==> src/rtl/hdlverifier_capture_trigger_sequencer.sv <==
// Capture sequencer: combines comparator triggers and drives circular capture-RAM writes around the trigger.
// Optional WAIT_TRIG timeout enabled by defining HDLV_CAPTURE_TRIG_TIMEOUT_EN.
module hdlverifier_capture_trigger_sequencer #(
    parameter int unsigned ADDR_WIDTH = 10,
    parameter int unsigned NUM_TRIG   = 4
) (
    input  logic                  clk,
    input  logic                  reset_n,
    input  logic                  clk_enable,
    input  logic                  arm,
    input  logic                  abort,
    input  logic [NUM_TRIG-1:0]   trigger_in,
    input  logic [NUM_TRIG-1:0]   trigger_enable_mask,
    input  logic                  trigger_combine_op,
    input  logic [ADDR_WIDTH-1:0] trigger_position,
`ifdef HDLV_CAPTURE_TRIG_TIMEOUT_EN
    input  logic [31:0]           timeout_cycles,
    output logic                  timed_out,
`endif
    output logic                  buf_wr_en,
    output logic [ADDR_WIDTH-1:0] buf_wr_addr,
    output logic [ADDR_WIDTH-1:0] trigger_addr,
    output logic                  capture_done,
    output logic                  busy,
    output logic [2:0]            state
);

    typedef enum logic [2:0] {
        ST_IDLE      = 3'd0,
        ST_PREFILL   = 3'd1,
        ST_WAIT_TRIG = 3'd2,
        ST_POST      = 3'd3,
        ST_DONE      = 3'd4
    } state_t;

    state_t                  state_q;
    logic [ADDR_WIDTH-1:0]   pos_q;
    logic [ADDR_WIDTH-1:0]   remaining_q;
    logic [ADDR_WIDTH-1:0]   post_len_c;
    logic                    trig_comb_c;
    logic                    trig_fire_c;
    logic                    timeout_hit_c;

    // Live trigger combine: an empty mask means "trigger immediately".
    always_comb begin
        trig_comb_c = 1'b0;
        if (trigger_enable_mask == '0) begin
            trig_comb_c = 1'b1;
        end else if (trigger_combine_op) begin
            trig_comb_c = |(trigger_in & trigger_enable_mask);
        end else begin
            trig_comb_c = &(trigger_in | ~trigger_enable_mask);
        end
    end

`ifdef HDLV_CAPTURE_TRIG_TIMEOUT_EN
    logic [31:0] wait_cnt_q;

    // The write that brings the WAIT_TRIG count up to timeout_cycles is forced as the trigger.
    always_comb begin
        timeout_hit_c = 1'b0;
        if (timeout_cycles != 32'd0) begin
            timeout_hit_c = ((wait_cnt_q + 32'd1) == timeout_cycles);
        end
    end
`else
    assign timeout_hit_c = 1'b0;
`endif

    assign trig_fire_c = trig_comb_c | timeout_hit_c;

    // Samples after the trigger: D-1-P, which is the bitwise complement of P.
    assign post_len_c = ~pos_q;

    assign state     = state_q;
    assign busy      = (state_q == ST_PREFILL) || (state_q == ST_WAIT_TRIG) || (state_q == ST_POST);
    assign buf_wr_en = clk_enable & busy;

    // Position is ADDR_WIDTH wide, so it can never exceed D-1 and needs no further clamping.
    always_ff @(posedge clk or negedge reset_n) begin
        if (!reset_n) begin
            state_q      <= ST_IDLE;
            pos_q        <= '0;
            remaining_q  <= '0;
            buf_wr_addr  <= '0;
            trigger_addr <= '0;
            capture_done <= 1'b0;
`ifdef HDLV_CAPTURE_TRIG_TIMEOUT_EN
            wait_cnt_q   <= '0;
            timed_out    <= 1'b0;
`endif
        end else if (clk_enable) begin
            if (abort) begin
                state_q      <= ST_IDLE;
                capture_done <= 1'b0;
`ifdef HDLV_CAPTURE_TRIG_TIMEOUT_EN
                timed_out    <= 1'b0;
`endif
            end else begin
                case (state_q)
                    ST_IDLE, ST_DONE: begin
                        if (arm) begin
                            buf_wr_addr  <= '0;
                            capture_done <= 1'b0;
                            pos_q        <= trigger_position;
                            remaining_q  <= trigger_position;
`ifdef HDLV_CAPTURE_TRIG_TIMEOUT_EN
                            wait_cnt_q   <= '0;
                            timed_out    <= 1'b0;
`endif
                            state_q      <= (trigger_position != '0) ? ST_PREFILL : ST_WAIT_TRIG;
                        end
                    end
                    ST_PREFILL: begin
                        buf_wr_addr <= buf_wr_addr + ADDR_WIDTH'(1);
                        remaining_q <= remaining_q - ADDR_WIDTH'(1);
                        if (remaining_q == ADDR_WIDTH'(1)) begin
                            state_q <= ST_WAIT_TRIG;
                        end
                    end
                    ST_WAIT_TRIG: begin
                        buf_wr_addr <= buf_wr_addr + ADDR_WIDTH'(1);
`ifdef HDLV_CAPTURE_TRIG_TIMEOUT_EN
                        wait_cnt_q  <= wait_cnt_q + 32'd1;
                        if (timeout_hit_c) begin
                            timed_out <= 1'b1;
                        end
`endif
                        if (trig_fire_c) begin
                            trigger_addr <= buf_wr_addr;
                            remaining_q  <= post_len_c;
                            if (post_len_c == '0) begin
                                state_q      <= ST_DONE;
                                capture_done <= 1'b1;
                            end else begin
                                state_q <= ST_POST;
                            end
                        end
                    end
                    ST_POST: begin
                        buf_wr_addr <= buf_wr_addr + ADDR_WIDTH'(1);
                        remaining_q <= remaining_q - ADDR_WIDTH'(1);
                        if (remaining_q == ADDR_WIDTH'(1)) begin
                            state_q      <= ST_DONE;
                            capture_done <= 1'b1;
                        end
                    end
                    default: begin
                        state_q <= ST_IDLE;
                    end
                endcase
            end
        end
    end

endmodule

==> config.mk <==
export PLATFORM = sky130hd
export DESIGN_NAME = hdlverifier_capture_trigger_sequencer
export DESIGN_NICKNAME = d
export VERILOG_FILES = /design/src/rtl/hdlverifier_capture_trigger_sequencer.sv
export SDC_FILE = /design/constraint.sdc
export NUM_CORES = 1
export LEC_CHECK = 0
export BUFFER_PORTS_ARGS = -buffer_cell sky130_fd_sc_hd__buf_4
export CAP_MARGIN = 15
export CORE_UTILIZATION = 40
export CTS_CLUSTER_DIAMETER = 40
export DETAILED_ROUTE_END_ITERATION = 10
export PLACE_DENSITY_LB_ADDON = 0.3
export SETUP_SLACK_MARGIN = 0.15
export SLEW_MARGIN = 5
export SYNTH_ARGS = -nofsm -noshare
export SYNTH_HDL_FRONTEND = slang
export SYNTH_SLANG_ARGS = --single-unit
==> constraint.sdc <==
create_clock -name clk -period 4.3 [get_ports clk]
set_clock_uncertainty 0.2 [all_clocks]
set_input_delay 0.86 -clock clk [delete_from_list [all_inputs] [get_ports clk]]
set_output_delay 0.86 -clock clk [all_outputs]
set_load 0.01 [all_outputs]
==> metrics list <==
- Dividing the final minimum period by the clock period gives 70.71%.
- Initial cell density of the core: 41.67%
- On the worst path, the slowest cell contributes a delay of about 0.74 ns.
* Combinational group share of total power: 40.0%
- Distinct cell type count of the synthesized netlist: between 50 and 60
- Cell count after synthesis: roughly 250
- STA classifies the critical path endpoint as a primary output.
- Number of placement rows: 28
- At the worst endpoint, the required time is around 3.2 ns.
- Total power density per cell area: 581.7 nW/um^2
- Area of the mapped netlist: between 2000 and 2500 um^2
- Global-route congestion overflow total: 0
- Portion of total power attributed to the clock network: between 10% and 20%
- Share of power burned in registers: approximately 40%
- Measured against its own limit, the worst slew margin works out to 42.68%.
- After clock tree synthesis, the flow added hold-fix buffers numbering 0.
* Top flip-flop cell by instance count after synthesis: dfrtp_1
- TritonCTS built the clock tree.
- Final wirelength: between 5000 and 6000 um
- From bottom edge to top edge, the die measures between 80 and 90 um.
- 50 I/O pins were placed.
- In the final routed layout, each cell accounts on average for roughly 16 um.
* Total Negative Setup Slacks: 0 ns
* Endpoint arrival time on the critical path: ~2.0 ns
- Counting flops with an async set or reset pin after synthesis yields a share of 100.0%.
* Worst slew pin tran: 0.8567 ns
* Vias in the first global route: between 1.5k and 2k
- Together, buffers and inverters on the worst path number 2.
- Number of sinks driven by the clock tree: 44
- The analysis attributes to cell leakage a power of 1.331 nW.
- Sequential-to-total area share from yosys stat: about 45%
* Pin count of the biggest net entering global routing: 45
- The later pin in the worst-skew pair is clocked with a latency of between 0.3 and 0.4 ns.
* Syn-to-layout area delta: 20.69%
* Number of nets in the synthesized netlist: ~280
- Number of search-and-repair iterations in the first detailed-routing pass: 4
* Buffer cell driving the clock tree root: clkbuf_8
- Fin area: 2978 um^2
- The max-slew violation count was 0.
- Register clock-pin slew on the reported worst setup and hold paths: 0.09 ns
- After layout, the worst setup slack is 1.259 ns.
- Number of enable-type register cells in the synthesized netlist: 0
- The Yosys step of the flow raised 0 warnings.
- Total routing resource utilization after global routing: 19.19%
- Full die area: 6487 um^2
* Critical-path cell list: nor2_1 > or2_4 > inv_2 > and2_1 > buf_4
- Using the TritonRoute via totals, the vias-per-cell ratio works out to roughly 5.8.
- The critical path is of the reg -> out type.
* Total core area: a little under 6000 um^2
- After synthesis, the mean cell area works out to a little under 10 um^2.
- The routed layout has 2130 vias.
- HPWL after DPL: 4384 um
- Gp weighted congestion: roughly 0.89
- During placement, the flow inserted port buffers numbering 49.
- Max-cap violation count: 0
- Net Switching: roughly 0.0007 W
- Antenna violation net count after detailed routing: 0
- The final hold violation count is 0.
* Max Fanout on Critical Path: 21
* Fraction of layout cells with a size suffix above 1: between 20% and 30%
- Setup Buffers After CTS: 0
* Deepest clock path buffer count: 2
- Internal power comes to between 0.001 and 0.0015 W.
- Among all stages on the critical path, the largest delay is contributed by dfrtp_1.
- Iter 0 DRT Violations: 164
* Antenna violations before repair: 0
- The die is 80.54 um wide.
- Total setup violations reported at the end of the flow: 0
* Final #Nets: around 320
- The first global-routing pass estimated just under 10000 um of wire.
- Worst setup slack before clock tree synthesis: 1.361 ns
- Max Clock Freq: around 0.33 GHz
- Worst hold-check path type: reg -> reg
- After detailed routing, the number of remaining DRC violations is 0.
- The placed instances occupy a cell area of about 2900 um^2.
- Summing internal, switching and leakage power gives around 0.0017 W.
- Number of synthesized register bits: 44
- The repair_antennas step left the layout with diodes totalling 0.
- The clock tree synthesis step divided the H-tree into 2 levels.
- The run finished with clean final reports.
- The worst path needs 3.041 ns of the cycle, external delays included.
- Kind of cell adding the most delay to the critical path: flip-flops
- STA classifies the critical path startpoint as a flip-flop.
* Number of gates given a new drive strength after cts: 0
- IR analysis of the VDD net gives a maximum drop of 0.0002061 V.
* RSZ-0062 raised after global routing: no
- Once layout is complete, the utilization of the core stands at between 50% and 60%.
* Number of CTS-inserted buffers: 5
* Switching fraction of total power: about two fifths
## kinds of logic (layout without fill, tap and decap cells)
logic type / count (synthesis) / after routing / synth area share (%)
AOI/OAI and AO/OA: 82 / 82 / 22.46
and+or+nand+nor: 77 / 77 / 17.29
DFF: 44 / 44 / 44.62
buffers and inverters: 23 / 67 / 4.259
muxes: 20 / 20 / 9.128
adders and majority gates: 3 / 3 / 1.521
xor gates and xnor gates: 2 / 2 / 0.7101
## state kept, by name, indices dropped and copies added (netlist names)
signal        flops
pos_q            10
buf_wr_addr      10
state             3
capture_done      1
remaining_q      10
trigger_addr     10
## final timing paths
kind / from / to / slack [ns] / cells after the start
setup / recovery: state[0] / buf_wr_en / 1.26 / 5
hold / removal: trigger_addr[6] / trigger_addr[6] / 0.31 / 1
setup reg to reg: state[0] / pos_q[6] / 1.31 / 6
hold reg to reg: trigger_addr[6] / trigger_addr[6] / 0.31 / 1
max in group asynchronous: reset_n / pos_q[5] / 3.17 / 1
min in group asynchronous: reset_n / buf_wr_addr[5] / 0.34 / 1
## layer usage
layer | track usage [%] | routed length (um) | vias to the layer above
met1 | 27.36 | 2879 | 1034
met3 | 2.727 | 230 | 6
met4 | 5.357 | 66 | 0
met5 | 0 | 0 | -
met2 | 30.08 | 2766 | 61
li1 | - | - | 1029
## per-stage QoR
step,std cells,hold WS (ns)
global placement,362,0.2911
global route,370,0.3365
CTS,370,0.3171
finish,370,0.3117
detailed placement,362,0.2962
floorplan,251,0.2703
## cell usage after synthesis (2+ instances only)
| cell | count | share of area [%] |
|---|---|---|
| nor3_1 | 5 | 1.0 |
| buf_4 | 2 | 0.61 |
| nor2_1 | 20 | 3.0 |
| o22ai_1 | 4 | 1.0 |
| ha_1 | 3 | 1.5 |
| o41ai_1 | 2 | 0.71 |
| a221oi_1 | 3 | 1.1 |
| a22o_1 | 5 | 1.8 |
| a31oi_1 | 3 | 0.76 |
| o21ai_0 | 28 | 5.7 |
| mux2_2 | 20 | 9.1 |
| a21oi_1 | 9 | 1.8 |
| nand2_1 | 12 | 1.8 |
| dfrtp_1 | 44 | 45 |
| o31ai_1 | 5 | 1.5 |
| and2_1 | 5 | 1.3 |
| and3_1 | 4 | 1.0 |
| clkbuf_1 | 7 | 1.1 |
| inv_1 | 9 | 1.4 |
| nand4_1 | 4 | 1.0 |
| xnor2_1 | 2 | 0.71 |
| nor3b_1 | 2 | 0.61 |
| nand3_1 | 8 | 1.6 |
| buf_2 | 3 | 0.61 |
| a2bb2oi_1 | 5 | 1.8 |
| nor4_1 | 2 | 0.51 |
| nand2b_1 | 6 | 1.5 |
| nor2b_1 | 2 | 0.51 |
| o2bb2ai_1 | 5 | 1.8 |
## placed cells by master, fill, tap and decap left out, types with 4 or more instances in the layout
cell / instances
o31ai_1: 5
nand4_1: 4
dfrtp_1: 44
o22ai_1: 4
clkbuf_8: 5
nand2_1: 12
nor2_1: 20
a22o_1: 5
a2bb2oi_1: 5
a21oi_1: 9
nor3_1: 5
and2_1: 5
o2bb2ai_1: 5
buf_4: 49
o21ai_0: 28
and3_1: 4
inv_1: 9
mux2_2: 20
nand3_1: 8
nand2b_1: 6
## power groups by stage
| stage | logic (W) | clock network [W] | registers, W |
|---|---|---|---|
| final | 0.000693 | 0.000331 | 0.000708 |
| after global routing | 0.000777 | 0.000351 | 0.000732 |
| after CTS | 0.000691 | 0.000335 | 0.000705 |
| after detailed placement | 0.000691 | 0 | 0.000712 |
| after global placement | 0.000681 | 0 | 0.000712 |
| after floorplan | 0.000541 | 0 | 0.000658 |
## area by class of cell
type | count | area, um^2
fill | 567 | 2943
multi-input combinational | 184 | 1261
sequential | 44 | 1101
timing repair buffer | 49 | 367.9
tap | 75 | 93.84
clock buffer | 5 | 68.82
clock inverter | 3 | 47.55
inverter | 10 | 37.54
## worst register-to-register path: cells and delay by family (launching register included)
kind	cells	cell delay, ns
buffers and inverters	1	0.19
and+or+nand+nor	3	1.14
muxes	1	0.42
DFF	1	0.74
AOI/OAI and AO/OA	1	0.19
No activity file was read; power rests on OpenSTA's default activity.
